$ cat src/rtl/riscv_pkg.sv
// Shared encodings for the RISC-V pipeline: writeback sources, load funct3 codes
// and the writeback stage state encoding.
package riscv_pkg;

  typedef enum logic [1:0] {
    WB_ALU = 2'd0,
    WB_MEM = 2'd1,
    WB_PC4 = 2'd2,
    WB_RSV = 2'd3
  } wb_sel_e;

  localparam logic [2:0] F3_LB  = 3'b000;
  localparam logic [2:0] F3_LH  = 3'b001;
  localparam logic [2:0] F3_LW  = 3'b010;
  localparam logic [2:0] F3_LBU = 3'b100;
  localparam logic [2:0] F3_LHU = 3'b101;

  typedef enum logic {
    ST_IDLE     = 1'b0,
    ST_WAIT_MEM = 1'b1
  } wb_state_e;

endpackage

$ cat src/rtl/load_extend.sv
// Combinational load alignment and sign/zero extension of a fetched memory word.
module load_extend (
  input  logic [31:0] mem_rdata,
  input  logic [2:0]  funct3,
  input  logic [1:0]  addr_lo,
  output logic [31:0] data
);
  import riscv_pkg::*;

  logic [7:0]  byte_sel;
  logic [15:0] half_sel;

  always_comb begin
    case (addr_lo)
      2'd0:    byte_sel = mem_rdata[7:0];
      2'd1:    byte_sel = mem_rdata[15:8];
      2'd2:    byte_sel = mem_rdata[23:16];
      default: byte_sel = mem_rdata[31:24];
    endcase
    half_sel = addr_lo[1] ? mem_rdata[31:16] : mem_rdata[15:0];

    // Unsupported load encodings fall through to the raw word.
    case (funct3)
      F3_LB:   data = {{24{byte_sel[7]}}, byte_sel};
      F3_LBU:  data = {24'd0, byte_sel};
      F3_LH:   data = {{16{half_sel[15]}}, half_sel};
      F3_LHU:  data = {16'd0, half_sel};
      default: data = mem_rdata;
    endcase
  end

endmodule

$ cat src/rtl/writeback_stage.sv
// Writeback stage: commits ALU/PC+4 results one cycle after handshake and holds
// loads in WAIT_MEM until the memory data arrives, then commits the extended value.
module writeback_stage (
  input  logic        clk,
  input  logic        rst,
  input  logic        in_valid,
  output logic        in_ready,
  input  logic        in_reg_wen,
  input  logic [4:0]  in_rd,
  input  logic [1:0]  in_wb_sel,
  input  logic [31:0] in_alu_result,
  input  logic [31:0] in_pc,
  input  logic [2:0]  in_funct3,
  input  logic [1:0]  in_addr_lo,
  input  logic        mem_rvalid,
  input  logic [31:0] mem_rdata,
  output logic        RegWEn,
  output logic [4:0]  rd,
  output logic [31:0] write_data,
  output logic        load_pending,
  output logic [4:0]  pending_rd,
  output logic [31:0] retire_count
);
  import riscv_pkg::*;

  wb_state_e   state_q, state_d;
  logic        regwen_q, regwen_d;
  logic [4:0]  rd_q, rd_d;
  logic [31:0] wdata_q, wdata_d;
  logic [31:0] retire_q, retire_d;

  logic [4:0]  ld_rd_q;
  logic [2:0]  ld_f3_q;
  logic [1:0]  ld_addr_q;

  logic        hs;
  logic        is_load;
  logic        ld_capture;
  logic [31:0] ld_data;

  load_extend u_load_extend (
    .mem_rdata (mem_rdata),
    .funct3    (ld_f3_q),
    .addr_lo   (ld_addr_q),
    .data      (ld_data)
  );

  assign in_ready = (state_q == ST_IDLE);
  assign hs       = in_valid & in_ready;
  assign is_load  = in_reg_wen && (in_wb_sel == WB_MEM);

  always_comb begin
    state_d    = state_q;
    regwen_d   = 1'b0;
    rd_d       = rd_q;
    wdata_d    = wdata_q;
    retire_d   = retire_q;
    ld_capture = 1'b0;
    case (state_q)
      ST_IDLE: begin
        // mem_rvalid is deliberately not looked at here, even in the handshake cycle.
        if (hs) begin
          if (is_load) begin
            ld_capture = 1'b1;
            state_d    = ST_WAIT_MEM;
          end else begin
            rd_d     = in_rd;
            regwen_d = in_reg_wen && (in_rd != 5'd0);
            retire_d = retire_q + 32'd1;
            case (wb_sel_e'(in_wb_sel))
              WB_ALU:  wdata_d = in_alu_result;
              WB_PC4:  wdata_d = in_pc + 32'd4;
              default: wdata_d = 32'd0;
            endcase
          end
        end
      end
      ST_WAIT_MEM: begin
        if (mem_rvalid) begin
          state_d  = ST_IDLE;
          rd_d     = ld_rd_q;
          regwen_d = (ld_rd_q != 5'd0);
          wdata_d  = ld_data;
          retire_d = retire_q + 32'd1;
        end
      end
      default: state_d = ST_IDLE;
    endcase
  end

  always_ff @(posedge clk or posedge rst) begin
    if (rst) begin
      state_q  <= ST_IDLE;
      regwen_q <= 1'b0;
      rd_q     <= 5'd0;
      wdata_q  <= 32'd0;
      retire_q <= 32'd0;
    end else begin
      state_q  <= state_d;
      regwen_q <= regwen_d;
      rd_q     <= rd_d;
      wdata_q  <= wdata_d;
      retire_q <= retire_d;
    end
  end

  // Held load fields need no reset: they are only observed while in WAIT_MEM.
  always_ff @(posedge clk) begin
    if (ld_capture) begin
      ld_rd_q   <= in_rd;
      ld_f3_q   <= in_funct3;
      ld_addr_q <= in_addr_lo;
    end
  end

  assign RegWEn       = regwen_q;
  assign rd           = rd_q;
  assign write_data   = wdata_q;
  assign retire_count = retire_q;
  assign load_pending = (state_q == ST_WAIT_MEM);
  assign pending_rd   = load_pending ? ld_rd_q : 5'd0;

endmodule

$ cat config.mk
export PLATFORM = sky130hd
export DESIGN_NAME = writeback_stage
export DESIGN_NICKNAME = d
export VERILOG_FILES = /design/src/rtl/riscv_pkg.sv /design/src/rtl/load_extend.sv /design/src/rtl/writeback_stage.sv
export SDC_FILE = /design/constraint.sdc
export NUM_CORES = 1
export LEC_CHECK = 0
export ABC_AREA = 1
export CORE_MARGIN = 3
export CORE_UTILIZATION = 32
export CTS_BUF_LIST = sky130_fd_sc_hd__clkbuf_8
export CTS_CLUSTER_SIZE = 8
export DETAILED_ROUTE_END_ITERATION = 7
export GPL_TIMING_DRIVEN = 1
export PLACE_DENSITY = 0.61
export SETUP_SLACK_MARGIN = 0.3
export SLEW_MARGIN = 25
export SYNTH_ARGS = -nofsm -noshare
export SYNTH_HDL_FRONTEND = slang
export SYNTH_SLANG_ARGS = --single-unit
$ cat constraint.sdc
create_clock -name clk -period 3.5 [get_ports clk]
set_clock_uncertainty 0.05 [all_clocks]
set_input_delay 0.7 -clock clk [delete_from_list [all_inputs] [get_ports clk]]
set_output_delay 0.7 -clock clk [all_outputs]
set_load 0.005 [all_outputs]
* Yosys cells after proc, flatten, opt, wreduce, memory -nomap -nowiden
Index checks and enable logic that the tools add are counted.
** Word-level totals
- Flip-flop bits (word level) :: 81
- Output and inout bits :: 77
- Word-level logic and storage cells :: 56
** Cells by class
- Add/sub/neg operators :: 2
- Eq/ne operators :: 10
- Mux-type cells :: 26
- Bitwise logic cells :: 2
- Reductions and logical operators :: 8
** Operators by type and width (number)
- $mux W32 :: 6
- $pmux W32 S2 :: 3
- $pmux W32 S4 :: 1
- $add A32 B1 Y32 const B :: 1
- $add A32 B3 Y32 const B :: 1
- $pmux W8 S3 :: 1
- $mux W5 :: 4
- $mux W16 :: 1
- $pmux W5 S2 :: 1
- $reduce_bool A5 Y1 :: 2
- $mux W1 :: 7
- $eq A3 B3 Y1 const B :: 2
- $eq A2 B1 Y1 const B :: 2
- $eq A2 B2 Y1 const B :: 2
- $logic_not A2 Y1 :: 2
- $ne A2 B2 Y1 const B :: 2
- $pmux W1 S2 :: 2
- $eq A3 B1 Y1 const B :: 1
- $logic_not A3 Y1 :: 1
- $reduce_and A3 Y1 :: 1
- $logic_and A1 B1 Y1 :: 2
- $ne A2 B1 Y1 const B :: 1
- $and A1 B1 Y1 :: 1
- $not A1 Y1 :: 1

* Longest topological paths before layout
- Depth after elaboration :: 5
- Mapped depth :: 11

* Hierarchy
From an unflattened synthesis, not the netlist that was laid out.
** Second synthesis, totals
- Cells, all modules :: 909
- Area, all modules :: 5898.2 µm²
** Modules (own cells, without submodules)
- writeback_stage :: times used 1, cells an instance 717, area each 5002.3 µm²
- load_extend :: times used 1, cells an instance 192, area each 895.9 µm²

* Worst setup path before layout
No wires, ideal clock.
- Path type :: input-to-reg
- From :: input in_pc[2]
- To :: register wdata_q[18], in the netlist write_data[18]
- Library setup time :: 0.117 ns
- Data arrival time :: 1.696 ns
- Data required time :: 3.333 ns
- Slack :: 1.636 ns
- Stages :: 10
- Path buffers :: 0
- Path through :: ha_1 > nand2_1 > nor2_4 > nand2_4 > nor2_1 > or2_2 > nand3_1 > nand2_1 > nand3_1 > nand2_1
** On the way
- Longest elaborated chain between the ends :: 5
** Ends and longest elaborated chain
- start, declared :: RTL line writeback_stage.sv:12 : input logic [31:0] in_pc,
- $add A32 B3 Y32 :: RTL line writeback_stage.sv:72 : WB_PC4: wdata_d = in_pc + 32'd4;
- $pmux W32 S2 :: RTL line writeback_stage.sv:70 : case (wb_sel_e'(in_wb_sel))
- $mux W32 :: RTL line writeback_stage.sv:63 : if (is_load) begin
- $mux W32 :: RTL line writeback_stage.sv:62 : if (hs) begin
- $pmux W32 S2 :: RTL line writeback_stage.sv:59 : case (state_q)
- end signal, assigned :: RTL line writeback_stage.sv:102 : wdata_q <= wdata_d;
- end, declared :: RTL line writeback_stage.sv:29 : logic [31:0] wdata_q, wdata_d;
Every way passes these cells. The select of a mux whose other input is x is not followed.
A chain may end at the register's enable or synchronous reset.

* Final worst setup path
- From :: register state_q, in the netlist load_pending
- To :: output pending_rd[0]
** On the way
- Longest elaborated chain between the ends :: 1
** Ends and longest elaborated chain
- start, declared :: RTL line writeback_stage.sv:26 : wb_state_e state_q, state_d;
- start signal, assigned :: RTL line writeback_stage.sv:99 : state_q <= state_d;
- $mux W5 :: RTL line writeback_stage.sv:121 : assign pending_rd = load_pending ? ld_rd_q : 5'd0;
- end, declared :: RTL line writeback_stage.sv:21 : output logic [4:0] pending_rd,
Every way passes these cells.

==> reports/summary.txt <==
Status: finished clean
Area delta synth->final: 40.5%
Setup_tns: 0 ns
Ports: 190
Peak per-stage delay on the critical path: 0.69 ns
Post-synth EDFFs: 10
Layout Nets: 1132
Hold WS: 0.435 ns
Max rail drop VDD: 0.000252 V
Crit-path slowest cell: dfrtp_1
Crit-path leading delay family: flip-flops
Max_cap viols: 0
Crit share post-route: 71.8%
Number of DRC markers in iteration 0: 552
Crit path time final: 2.51 ns
Syn Inst Count: 843
IO Port Bufs: 189
Cell variety after synth: 39
Worst skew pair latency: 0.36 ns
CTS tree: yes
Wirelength, routed: 20300 µm
Clk sink count: 81
Hold Buf Count CTS: 0
First-pass GRT wire length: 31700 µm
DP Wirelength: 16100 µm
Register Area: 2080 µm²
CP Class: reg -> out
Crit path from: load_pending
Die area: 19500 µm²
Layout cells sized above 1: 7.05%
CTS Buffer Depth: 2
Post-Syn Area: 5720 µm²
N_diodes: 0
LEAKAGE: 3.50 nW
DR DRC count: 0
Ys Warns: 0
Vias post-DR: 6089
Area of the multi-input gates: 3260 µm²
Pin count of the biggest net entering global routing: 64
Std cell rows: 48
CP Launch Type: register
Deepest level of the CTS H-tree: 3
Placement Setup Slack: 0.770 ns
Max Freq: 398 MHz
Setup Buffers After CTS: 0
Average routed wire per standard cell: 16.3 µm
GRT Util Overall: 20.4%
Resize count post-CTS: 0
Tightest Hold Check Type: reg -> reg
Cell Pwr Density: 360 nW/µm²
CTS root buffer: clkbuf_8
Starting Density: 32.9%
First-pass detailed-route iteration total: 5
Die H: 140 µm
Net count after synthesis: 958
Register area share after synthesis: 36.3%
Crit path required time: 2.75 ns
Final worst slack: 0.987 ns
Main synth FF type: dfrtp_1
DR vias/cell: 4.89
Clock slew at reported path FFs: 0.08 ns
Critical path capture point type: output port
Worst Tran Pin Value: 0.915 ns
Final hold vios: 0
Endpoints failing setup: 0
Antenna Nets Post-Route: 0
FILL cells: 1825
Initial antenna violation count: 0
Core ar.: 17400 µm²
Slew headroom: 39.0%
Seq cells post-synth: 81
Hold wc startpoint: write_data[9]
Worst Path Buf+Inv: 2
Placed Cells: 1231
Critical-path cell list: nand2_1 -> inv_1 -> clkdlybuf4s50_1
Final Max Tran Viols: 0
Placed Area: 7830 µm²
Critical path peak fanout: 16
Data arrival, critical path: 1.76 ns
Mapped Avg Cell Area: 6.79 µm²
RSZ-0062 raised after global routing: false
Crit Reg-Reg Startpoint: ld_addr_q[1]
TritonCTS buffer count: 9
Die X: 140 µm
Final std cell area, no fill: 8040 µm²
Fin cells: 1246
Asr flop ratio synth: 87.7%
Routability cong.: 0.919
Vias in the first global route: 5816
Grt ovf: 0
## state kept, by name, summed over array words and instances (netlist names)
signal and flops:
RegWEn 1, ld_addr_q 2, ld_f3_q 3, ld_rd_q 5, load_pending 1, rd 5
retire_count 32, write_data 32
## placed cells by master, fill, tap and decap left out, drive strengths merged, types with 3 or more instances in the layout
master,count
o221ai,5
buf,8
nand3,66
xor2,16
inv,61
o21ai,43
o211ai,7
a21oi,58
xnor2,12
a31oi,6
nand4,13
nand3b,3
or2,5
clkdlybuf4s50,189
clkbuf,9
dfrtp,71
edfxtp,10
o21bai,4
a22o,3
nor3,13
nor2,105
nand2,301
## worst paths after layout
check / to / slack [ns] / cells after the start
worst max-delay path: pending_rd[0] / 0.99 / 3
worst min register to register: write_data[9] / 0.43 / 2
max in group asynchronous: retire_count[24] / 1.96 / 3
worst max register to register: write_data[19] / 1.03 / 9
min in group asynchronous: retire_count[0] / 0.76 / 2
worst min-delay path: write_data[9] / 0.43 / 2
## power breakdown
part	leakage (nW)	total, W	internal, W	switching, W
registers	0.992	0.00123	0.00109	0.000139
logic	2.40	0.000912	0.000498	0.000414
clock network	0.106	0.000753	0.000396	0.000357
total	3.50	0.00290	0.00198	0.000911
## cell families after synthesis
kind of cell | count (synthesis) | share of synthesized area, %
flip-flops | 81 | 36.3
multiplexers | 1 | 0.175
buffers and inverters | 94 | 6.87
XOR/XNOR | 28 | 4.28
adder cells (fa/ha/maj) | 2 | 0.437
AO/OA/AOI/OAI | 129 | 12.6
AND/OR/NAND/NOR | 508 | 39.4
## synth_stat cells (8+ instances only)
master / n / share of area (%)
nand3_1: 61 / 5.3
nor2_1: 91 / 6.0
xnor2_1: 12 / 1.8
nand2_1: 288 / 19
o21ai_0: 40 / 3.5
buf_2: 21 / 1.8
edfxtp_1: 10 / 5.2
nand2_2: 10 / 1.1
nor2_2: 8 / 0.87
nand4_1: 13 / 1.4
dfrtp_1: 71 / 31
clkbuf_1: 10 / 0.66
xor2_1: 16 / 2.4
inv_1: 57 / 3.7
a21oi_1: 57 / 5.0
## worst min-delay path: cells and delay by family, from the launching register on
kind / cells / cell delay, ns
flops: 1 / 0.35
simple gates: 2 / 0.10
## layer usage
metal	wire length [µm]	track usage, %	up-vias
met3	1290	4.33	17
met2	9580	33.8	199
met4	253	3.16	0
met5	0	0	-
li1	-	-	3092
met1	9130	28.1	2781
## area by class of cell
| type | instances | share of cell area [%] |
|---|---|---|
| Clock buffer | 9 | 1.54 |
| Clock inverter | 6 | 1.06 |
| Inverter | 60 | 2.83 |
| Multi-Input combinational cell | 668 | 40.5 |
| Sequential cell | 81 | 25.8 |
| Tap cell | 225 | 3.50 |
| Timing Repair Buffer | 197 | 24.7 |
## metrics by stage
| step | util, % | total power (W) |
|---|---|---|
| global route | 46.2 | 0.00308 |
| floorplan | - | 0.00159 |
| global placement | 45.0 | 0.00216 |
| CTS | 46.2 | 0.00293 |
| finish | 46.2 | 0.00290 |
| detailed placement | 45.0 | 0.00217 |
No activity file was read; power rests on OpenSTA's default activity.
